File: src/rtl/jpeg_pkg.sv
// Shared JPEG entropy-coding constants, packer FSM states and code-length helper.
package jpeg_pkg;

  localparam logic [7:0] JPEG_MARKER_PREFIX = 8'hFF;
  localparam logic [7:0] JPEG_STUFF_BYTE    = 8'h00;
  localparam int         HUFF_CODE_MAX_LEN  = 32;

  typedef enum logic [1:0] {
    RUN   = 2'd0,
    PAD   = 2'd1,
    DRAIN = 2'd2,
    DONE  = 2'd3
  } pack_state_t;

  // Out-of-range lengths (33..63) are clamped to the widest legal code.
  function automatic logic [5:0] sat_len(input logic [5:0] len);
    return (len > 6'(HUFF_CODE_MAX_LEN)) ? 6'(HUFF_CODE_MAX_LEN) : len;
  endfunction

endpackage

File: src/rtl/jpeg_bitstream_packer_if.sv
// Code-stream input, flush control and byte output handshake of the bitstream packer.
interface jpeg_bitstream_packer_if;

  logic        input_wren;
  logic [5:0]  input_length;
  logic [31:0] input_data;
  logic        flush;
  logic        stall;
  logic        output_valid;
  logic [7:0]  output_byte;
  logic        output_ready;
  logic        flush_done;

  modport master (
    output input_wren, input_length, input_data, flush, output_ready,
    input  stall, output_valid, output_byte, flush_done
  );

  modport slave (
    input  input_wren, input_length, input_data, flush, output_ready,
    output stall, output_valid, output_byte, flush_done
  );

endinterface

File: src/rtl/jpeg_byte_stuffer.sv
// Output byte register with valid/ready handshake; inserts 0x00 after every 0xFF.
// Latency 1 cycle from byte_vld; holds output_byte/output_valid while !output_ready.
module jpeg_byte_stuffer
  import jpeg_pkg::*;
#(
  parameter bit stuff_enable = 1'b1
) (
  input  logic       clock,
  input  logic       nreset,
  input  logic       byte_vld,
  input  logic [7:0] byte_dat,
  output logic       byte_take,
  output logic       idle,
  output logic       output_valid,
  output logic [7:0] output_byte,
  input  logic       output_ready
);

  logic stuff_pending;
  logic reg_free;

  assign reg_free  = !output_valid | output_ready;
  assign byte_take = reg_free & !stuff_pending & byte_vld;
  assign idle      = reg_free & !stuff_pending;

  always_ff @(posedge clock) begin
    if (!nreset) begin
      output_valid  <= 1'b0;
      output_byte   <= 8'h00;
      stuff_pending <= 1'b0;
    end else if (reg_free) begin
      if (stuff_pending) begin
        output_valid  <= 1'b1;
        output_byte   <= JPEG_STUFF_BYTE;
        stuff_pending <= 1'b0;
      end else if (byte_vld) begin
        output_valid  <= 1'b1;
        output_byte   <= byte_dat;
        stuff_pending <= stuff_enable && (byte_dat == JPEG_MARKER_PREFIX);
      end else begin
        output_valid  <= 1'b0;
      end
    end
  end

endmodule

File: src/rtl/jpeg_bitstream_packer.sv
// Packs variable-length Huffman codes MSB-first into stuffed bytes; pads and drains on flush.
// Latency 1 cycle per completed byte; stalls the encoder when >32 bits are buffered or flushing.
module jpeg_bitstream_packer
  import jpeg_pkg::*;
#(
  parameter bit stuff_enable = 1'b1,
  parameter bit pad_bit      = 1'b1
) (
  input  logic                    clock,
  input  logic                    nreset,
  jpeg_bitstream_packer_if.slave  bus
);

  localparam logic [63:0] ONES = '1;

  pack_state_t state, state_nxt;
  logic [63:0] bitbuf, buf_shift, buf_nxt, code_aligned, pad_mask;
  logic [6:0]  bitcount, cnt_shift, cnt_nxt, pad_cnt;
  logic [5:0]  code_len;
  logic [31:0] code_mask;
  logic        accept, byte_take, stuffer_idle;

  jpeg_byte_stuffer #(.stuff_enable(stuff_enable)) u_stuffer (
    .clock        (clock),
    .nreset       (nreset),
    .byte_vld     (bitcount >= 7'd8),
    .byte_dat     (bitbuf[63:56]),
    .byte_take    (byte_take),
    .idle         (stuffer_idle),
    .output_valid (bus.output_valid),
    .output_byte  (bus.output_byte),
    .output_ready (bus.output_ready)
  );

  assign accept = bus.input_wren & !bus.stall;

  // Append position is taken after this cycle's byte extraction shift.
  always_comb begin
    code_len     = sat_len(bus.input_length);
    code_mask    = (code_len == 6'd32) ? 32'hFFFF_FFFF : ((32'd1 << code_len) - 32'd1);
    code_aligned = {bus.input_data & code_mask, 32'd0} << (7'd32 - {1'b0, code_len});
    buf_shift    = byte_take ? {bitbuf[55:0], 8'd0} : bitbuf;
    cnt_shift    = byte_take ? (bitcount - 7'd8) : bitcount;
    buf_nxt      = buf_shift;
    cnt_nxt      = cnt_shift;
    pad_cnt      = 7'd0;
    pad_mask     = '0;
    if (accept) begin
      buf_nxt = buf_shift | (code_aligned >> cnt_shift);
      cnt_nxt = cnt_shift + {1'b0, code_len};
    end else if (state == PAD && cnt_shift[2:0] != 3'd0) begin
      pad_cnt  = 7'd8 - {4'd0, cnt_shift[2:0]};
      pad_mask = ~(ONES >> (cnt_shift + pad_cnt)) & (ONES >> cnt_shift);
      buf_nxt  = buf_shift | (pad_bit ? pad_mask : 64'd0);
      cnt_nxt  = cnt_shift + pad_cnt;
    end
  end

  always_ff @(posedge clock) begin
    if (!nreset) begin
      bitbuf   <= '0;
      bitcount <= '0;
    end else begin
      bitbuf   <= buf_nxt;
      bitcount <= cnt_nxt;
    end
  end

  always_ff @(posedge clock) begin
    if (!nreset) state <= RUN;
    else         state <= state_nxt;
  end

  always_comb begin
    state_nxt = state;
    case (state)
      RUN:     if (bus.flush && !bus.stall) state_nxt = PAD;
      PAD:     state_nxt = DRAIN;
      DRAIN:   if (bitcount == 7'd0 && stuffer_idle) state_nxt = DONE;
      DONE:    state_nxt = RUN;
      default: state_nxt = RUN;
    endcase
  end

  always_comb begin
    bus.stall      = (bitcount > 7'd32) || (state != RUN);
    bus.flush_done = (state == DONE);
  end

endmodule

File: src/flat_wrapper.sv
// flat-port wrapper written by rule: the top's interface ports become plain ports
module jpeg_bitstream_packer_flat import jpeg_pkg::*;
#(
  parameter bit stuff_enable = 1'b1,
  parameter bit pad_bit      = 1'b1
)
  (clock, nreset, bus_input_wren, bus_input_length, bus_input_data, bus_flush, bus_output_ready, bus_stall, bus_output_valid, bus_output_byte, bus_flush_done);
  jpeg_bitstream_packer_if bus_i ();
  input  logic clock;
  input  logic nreset;
  input wire logic [$bits(bus_i.input_wren)-1:0] bus_input_wren;
  input wire logic [$bits(bus_i.input_length)-1:0] bus_input_length;
  input wire logic [$bits(bus_i.input_data)-1:0] bus_input_data;
  input wire logic [$bits(bus_i.flush)-1:0] bus_flush;
  input wire logic [$bits(bus_i.output_ready)-1:0] bus_output_ready;
  output wire logic [$bits(bus_i.stall)-1:0] bus_stall;
  output wire logic [$bits(bus_i.output_valid)-1:0] bus_output_valid;
  output wire logic [$bits(bus_i.output_byte)-1:0] bus_output_byte;
  output wire logic [$bits(bus_i.flush_done)-1:0] bus_flush_done;
  assign bus_i.input_wren = bus_input_wren;
  assign bus_i.input_length = bus_input_length;
  assign bus_i.input_data = bus_input_data;
  assign bus_i.flush = bus_flush;
  assign bus_i.output_ready = bus_output_ready;
  assign bus_stall = bus_i.stall;
  assign bus_output_valid = bus_i.output_valid;
  assign bus_output_byte = bus_i.output_byte;
  assign bus_flush_done = bus_i.flush_done;
  jpeg_bitstream_packer #(.stuff_enable(stuff_enable), .pad_bit(pad_bit)) u_core (.clock(clock), .nreset(nreset), .bus(bus_i));
endmodule
File: config.mk
export PLATFORM = sky130hd
export DESIGN_NAME = jpeg_bitstream_packer_flat
export DESIGN_NICKNAME = d
export VERILOG_FILES = /design/src/rtl/jpeg_pkg.sv /design/src/rtl/jpeg_bitstream_packer_if.sv /design/src/rtl/jpeg_byte_stuffer.sv /design/src/rtl/jpeg_bitstream_packer.sv /design/src/flat_wrapper.sv
export SDC_FILE = /design/constraint.sdc
export NUM_CORES = 1
export LEC_CHECK = 0
export CAP_MARGIN = 20
export CELL_PAD_IN_SITES_DETAIL_PLACEMENT = 2
export CELL_PAD_IN_SITES_GLOBAL_PLACEMENT = 2
export CORE_MARGIN = 1.5
export CORE_UTILIZATION = 38
export DETAILED_ROUTE_END_ITERATION = 8
export PLACE_DENSITY = 0.94
export SYNTH_ARGS = -nofsm -noshare
export SYNTH_HDL_FRONTEND = slang
export SYNTH_SLANG_ARGS = --single-unit
File: constraint.sdc
create_clock -name clock -period 16.1 [get_ports clock]
set_clock_uncertainty 0.2 [all_clocks]
set_input_delay 1.61 -clock clock [delete_from_list [all_inputs] [get_ports clock]]
set_output_delay 1.61 -clock clock [all_outputs]
set_load 0.01 [all_outputs]
# ---- Word-level counts from Yosys, hierarchy flattened
# Cells that the tools add are included.
dict set report word_totals {
  input_bits 43
  output_inout_bits 11
  reg_bits 83
  elab_cells 67
}
dict set report op_classes {
  n_eq_ne 7
  order_cmp 3
  n_shift 5
  n_reduce_logical 14
  n_bitwise 9
  mux 17
  n_addsub 6
}
# op n
set ops {}
lappend ops {{$mux 64} 3}
lappend ops {{$or 64x64->64} 2}
lappend ops {{$shr 64x7->64 const A} 2}
lappend ops {{$and 64x64->64} 1}
lappend ops {{$not 64->64} 1}
lappend ops {{$shl 64x7->64} 1}
lappend ops {{$shr 64x7->64} 1}
lappend ops {{$and 32x32->32} 1}
lappend ops {{$mux 32} 1}
lappend ops {{$shl 1x6->32 const A} 1}
lappend ops {{$sub 32x1->32 const B} 1}
lappend ops {{$mux 7} 3}
lappend ops {{$mux 8} 2}
lappend ops {{$eq 8x8->1 const B} 1}
lappend ops {{$pmux 2 s4} 1}
lappend ops {{$add 7x6->7} 1}
lappend ops {{$add 7x7->7} 1}
lappend ops {{$ge 7x4->1 const B} 1}
lappend ops {{$gt 7x6->1 const B} 1}
lappend ops {{$logic_not 7->1} 1}
lappend ops {{$sub 6x6->7 const A} 1}
lappend ops {{$sub 7x4->7 const B} 1}
lappend ops {{$eq 6x6->1 const B} 1}
lappend ops {{$gt 6x6->1 const B} 1}
lappend ops {{other kinds (16)} 30}

# ---- Logic depth before layout (Yosys ltp)
dict set report depth {
  word_depth 13
  depth_mapped 28
  depth_no_buf 20
}

# ---- By module
# From an unflattened synthesis, not the netlist that was laid out.
dict set report unflattened {
  hier_cells 1792
  area_unflattened_um2 12520.8
}
# module instances cells_per_inst area_each_um2 seq_area_each_um2
set by_module_without_submodules {}
lappend by_module_without_submodules {jpeg_bitstream_packer 1 1743 12067.8 1461.4}
lappend by_module_without_submodules {jpeg_byte_stuffer 1 49 452.9 200.2}

# ---- Worst setup path after synthesis
# Ideal clock, no wire load.
dict set report synth_timing {
  path_type {input to register}
  start {input bus_input_length[5]}
  end {register u_core.bitbuf[3]}
  path_buffers 9
  arrival_ns 7.319
  setup_ns 0.079
  path_slack_ns 8.503
  t_required_ns 15.821
  stages 26
  cell_sequence {buf_4 -> buf_6 -> nor2b_2 -> inv_1 -> buf_2 -> buf_2 -> buf_2 -> buf_1 -> ha_1 -> ha_1 -> clkbuf_1 -> or4b_1 -> clkbuf_1 -> ha_1 -> clkbuf_1 -> nand3_1 -> nor2_1 -> a221o_1 -> a22o_1 -> or4b_4 -> a221oi_4 -> nor3_1 -> mux4_2 -> mux2_2 -> o21a_1 -> o221ai_2}
}
dict set report synth_between {
  elab_chain_len 10
  word_cells_on_any_way 12
  classes_between {add/sub: 2; order compare: 1; eq/ne: 1; shift: 3; mux: 3; bitwise: 2}
}
# item line
set synth_lines {}
lappend synth_lines {{from (decl)} flat_wrapper.sv:12} ;# input wire logic [$bits(bus_i.input_length)-1:0] bus_input_length;
lappend synth_lines {{$gt 6x6->1} jpeg_pkg.sv:17} ;# return (len > 6'(HUFF_CODE_MAX_LEN)) ? 6'(HUFF_CODE_MAX_LEN) : len;
lappend synth_lines {{$mux 6 *} jpeg_pkg.sv:17}
lappend synth_lines {{$shl 1x6->32} jpeg_bitstream_packer.sv:40} ;# code_mask = (code_len == 6'd32) ? 32'hFFFF_FFFF : ((32'd1 << code_len) - 32'd1);
lappend synth_lines {{$sub 32x1->32} jpeg_bitstream_packer.sv:40}
lappend synth_lines {{$mux 32} jpeg_bitstream_packer.sv:40}
lappend synth_lines {{$and 32x32->32} jpeg_bitstream_packer.sv:41} ;# code_aligned = {bus.input_data & code_mask, 32'd0} << (7'd32 - {1'b0, code_len});
lappend synth_lines {{$shl 64x7->64 *} jpeg_bitstream_packer.sv:41}
lappend synth_lines {{$shr 64x7->64 *} jpeg_bitstream_packer.sv:49} ;# buf_nxt = buf_shift | (code_aligned >> cnt_shift);
lappend synth_lines {{$or 64x64->64 *} jpeg_bitstream_packer.sv:49}
lappend synth_lines {{$mux 64 *} jpeg_bitstream_packer.sv:48} ;# if (accept) begin
lappend synth_lines {{to (signal assigned)} jpeg_bitstream_packer.sv:64} ;# bitbuf <= buf_nxt;
lappend synth_lines {{to (decl)} jpeg_bitstream_packer.sv:17} ;# logic [63:0] bitbuf, buf_shift, buf_nxt, code_aligned, pad_mask;
# Mark *: on every way between the ends. The rest lies on a longest branch, timed or not.
# A chain may end at the register's enable or synchronous reset.

# ---- Worst setup path in the final report
dict set report layout_timing {
  start {input bus_input_length[5]}
  end {register u_core.bitbuf[54]}
}
# Same word-level chain as after synthesis.

==> impl_metrics.csv <==
group,metric,value,unit
status,outcome,"finished clean",
yosys,synth_area_leaders,"dfxtp_1 13%, nor2_1 7.2%, nand2_1 6.8%",
yosys,synth-seq-cells,83,
yosys,yosys.area.top_type,"dfxtp_1",
detailed_routing,num_vias,18900,
power_and_ir_drop,power.total,0.00339,W
clock_network,worst_skew_pair.late_latency,0.39,ns
final_layout,syn_to_final_growth,8.42,%
worst_setup_path,start_kind,"primary input",
grt,grt_pass1_vias,19500,
hold_path,hold_class,"reg -> reg",
yosys,synthArstFlopShare,0,%
power_and_ir_drop,seqPwrFrac,10.6,%
yosys,ys_types,111,
yosys,synth_most_common_cell,"nor2_1",
worst_setup_path,rr_startpoint,"u_core.bitcount[1]",
grt,grtUsageTotal,48.8,%
worst_setup_path,r2r_cells,23,
clock_network,cts-hold-fix-buffers,0,
sta,finalSetupTns,0,ns
worst_setup_path,arrival,10.73,ns
place,dpl_cell_area,13500,µm²
clock_network,cts_buffers,9,
grt,grt_first_pass_wirelength,127000,µm
flow_run,max_cap_viol_count,0,
sta,worstMarginPinSlew,1.13,ns
power_and_ir_drop,p_clk_share,6.6,%
clock_network,cts_tree,"built",
yosys,netlist_area,12700,µm²
final_layout,final_layout_size_suffix_gt1_share,7.80,%
power_and_ir_drop,p_sw,0.00228,W
power_and_ir_drop,pwr_density_cell,246,nW/µm²
floorplan,die_w,186,µm
worst_setup_path,cp_max_fo,43,
clock_network,cts.repair.resized,0,
yosys,synth_edf_count,0,
place,dpl.cell_count,2308,
grt,grt_overflow,0,
final_layout,fillers,3888,
detailed_routing,drt_iter0_markers,2931,
floorplan,core_area,32800,µm²
yosys,seq_area_frac_synth,13.0,%
sta,final_max_slew_viol_count,0,
detailed_routing,drc_errors,0,
yosys,syn_nets,1996,
sta,setup_viol,0,
detailed_routing,drt.antenna.violating_nets,0,
power_and_ir_drop,combPwrFrac,82.7,%
sta,period_needed,10.69,ns
floorplan,io_pins,54,
final_layout,nNetsFinal,1951,
worst_setup_path,reg2reg_to,"u_core.bitbuf[53]",
grt,grt_max_degree,68,
place,dp_hpwl,59600,µm
yosys,ys_warn_count,0,
worst_setup_path,crit_required,16.14,ns
yosys,syn_inst,1924,
clock_network,cts_buffer_depth,2,
worst_setup_path,rrSetupSlack,7.84,ns
sta,post-route-period-util,66.4,%
floorplan,die_h,186,µm
sta,hold_violations,0,
floorplan,row_count,66,
worst_setup_path,path_class,"in -> reg",
final_layout,regArea,1670,µm²
clock_network,postCtsSetupRepairBufs,0,
power_and_ir_drop,p_sw_share,67.1,%
clock_network,htreeDepth,3,
worst_setup_path,endpoint_kind,"flip-flop",
sta,whs,0.320,ns
power_and_ir_drop,internal-power,0.00112,W
yosys,yosysTopAreaCellShare,13.0,%
final_layout,instances_no_fill,2326,
yosys,netlist_top_cells_count,"245 x nor2_1, 232 x nand2_1, 115 x a21oi_1",
place,numPortBuffers,53,
final_layout,diodes,0,
floorplan,die_area,34700,µm²
yosys,synth_area_per_cell,6.63,µm²
clock_network,cts_num_sinks,83,
power_and_ir_drop,peakVddDrop,0.168,mV
detailed_routing,via_per_inst,8.14,
detailed_routing,finalWirelength,86100,µm
yosys,ys.flop_type,"dfxtp_1",
sta,slew_headroom,24.8,%
worst_setup_path,worstSetupEndpoint,"u_core.bitbuf[54]",
detailed_routing,wl_per_cell,37.0,µm
floorplan,initial_core_util,38.9,%
sta,rsz0062_at_grt,"false",
clock_network,cts.clk_slew.worst_paths,0.08,ns
detailed_routing,drtPass1Iterations,6,
place,place.gp.congestion,1.05,
final_layout,design_area,13800,µm²
grt,antenna_found_initial,2,
power_and_ir_drop,leakagePower,5.08,nW
final_layout,multi_input_area,10300,µm²
sta,max_freq,93.5,MHz
worst_setup_path,crit_start,"bus_input_length[5]",
clock_network,root_buffer,"clkbuf_16",
==> how the worst min path moves through the flow <==
stage,cells past startpoint,slack (ns),to,start
6_report,2,0.32,u_core.u_stuffer.output_byte[7],u_core.u_stuffer.output_byte[7]
3_5_place_dp,2,0.29,u_core.u_stuffer.output_byte[7],u_core.u_stuffer.output_byte[7]
2_1_floorplan,2,0.26,u_core.u_stuffer.output_byte[7],u_core.bitbuf[63]
3_3_place_gp,2,0.28,u_core.bitbuf[63],u_core.bitbuf[63]
4_1_cts,2,0.31,u_core.u_stuffer.output_byte[7],u_core.u_stuffer.output_byte[7]
5_1_grt,2,0.35,u_core.u_stuffer.output_byte[7],u_core.u_stuffer.output_byte[7]
==> metrics by stage <==
stage	util, %	setup slack [ns]
floorplan	-	8.50
global placement	41.3	6.24
detailed placement	41.3	5.71
CTS	42.1	5.82
global route	42.2	5.54
finish	42.2	5.41
==> cells in the final DEF, fill, tap and decap left out, types with 11 or more instances in the layout <==
master and instances:
nor2_1 245, nand2_1 231, a21oi_1 115, o21ai_0 96, nand3_1 84, dfxtp_1 80, nor3_1 77, clkdlybuf4s50_1 52
o22ai_1 50, buf_4 43, a31oi_1 41, o211ai_1 40, a211oi_1 36, ha_1 28, inv_1 27, nand4_1 26
a21o_1 25, mux2i_1 25, o31ai_1 24, and2_1 24, a22oi_1 24, nor4_1 21, and3_1 20, o21a_1 19
nand2b_1 17, a211o_1 17, or3_1 16, o221ai_1 15, a22o_1 15, a221oi_1 15, o21ai_1 14, o31a_1 14
or2_2 13, o311ai_0 12, o32ai_1 12, xnor2_1 11, o211a_1 11, a221o_1 11
==> sequential cells by signal (all words and copies together), names as in the netlist <==
signal	count
u_core.u_stuffer.stuff_pending	1
u_core.state	2
u_core.u_stuffer.output_valid	1
u_core.bitbuf	64
u_core.bitcount	7
u_core.u_stuffer.output_byte	8
==> metal layers <==
layer	up-vias	global-route usage [%]	share of wire, %
met5	-	0	0
met4	0	34.8	8.7
met3	657	14.3	13
met2	1792	74.1	42
met1	9185	59.0	36
li1	7301	-	-
==> cell type report <==
cell class / count / share of cell area (%)
flip-flops and latches: 83 / 12.0
inverters: 32 / 0.869
clock buffers: 10 / 1.73
well taps: 442 / 4.00
multi-input cells: 1656 / 74.9
repair buffers: 97 / 6.19
clock inverters: 6 / 0.290
==> power by group through the flow <==
stage / sequential (W) / combinational, W / clock (W)
3_3_place_gp: 0.000339 / 0.00237 / 0
6_report: 0.000361 / 0.00281 / 0.000225
5_1_grt: 0.000358 / 0.00284 / 0.000226
3_5_place_dp: 0.000348 / 0.00253 / 0
4_1_cts: 0.000349 / 0.00262 / 0.000217
2_1_floorplan: 0.000314 / 0.00158 / 0
==> critical path, stage by stage <==
cell and delay, ns:
clkdlybuf4s50_1 0.46, buf_4 0.41, nor2b_4 0.07, buf_4 0.33, inv_1 0.80, buf_4 0.45, ha_1 0.51, ha_1 0.83
or4b_1 0.66, ha_1 0.44, inv_1 0.24, nor3_1 0.09, a32o_1 0.30, a211oi_2 0.42, o211a_1 0.27, a221o_1 0.31
nor2_1 0.12, a2111oi_2 0.73, a32oi_2 0.33, o22ai_1 0.33, nand2_1 0.10, a221o_1 0.44, a21oi_1 0.44
==> cells by family after synthesis <==
| kind of cell | Yosys count | synth area share, % |
|---|---|---|
| adders and majority gates | 29 | 2.91 |
| and+or+nand+nor | 847 | 32.3 |
| muxes | 36 | 3.38 |
| buffers and inverters | 185 | 5.98 |
| DFF | 83 | 13.0 |
| AOI/OAI and AO/OA | 722 | 40.9 |
| xor gates and xnor gates | 22 | 1.51 |
No activity file was read; power rests on OpenSTA's default activity.
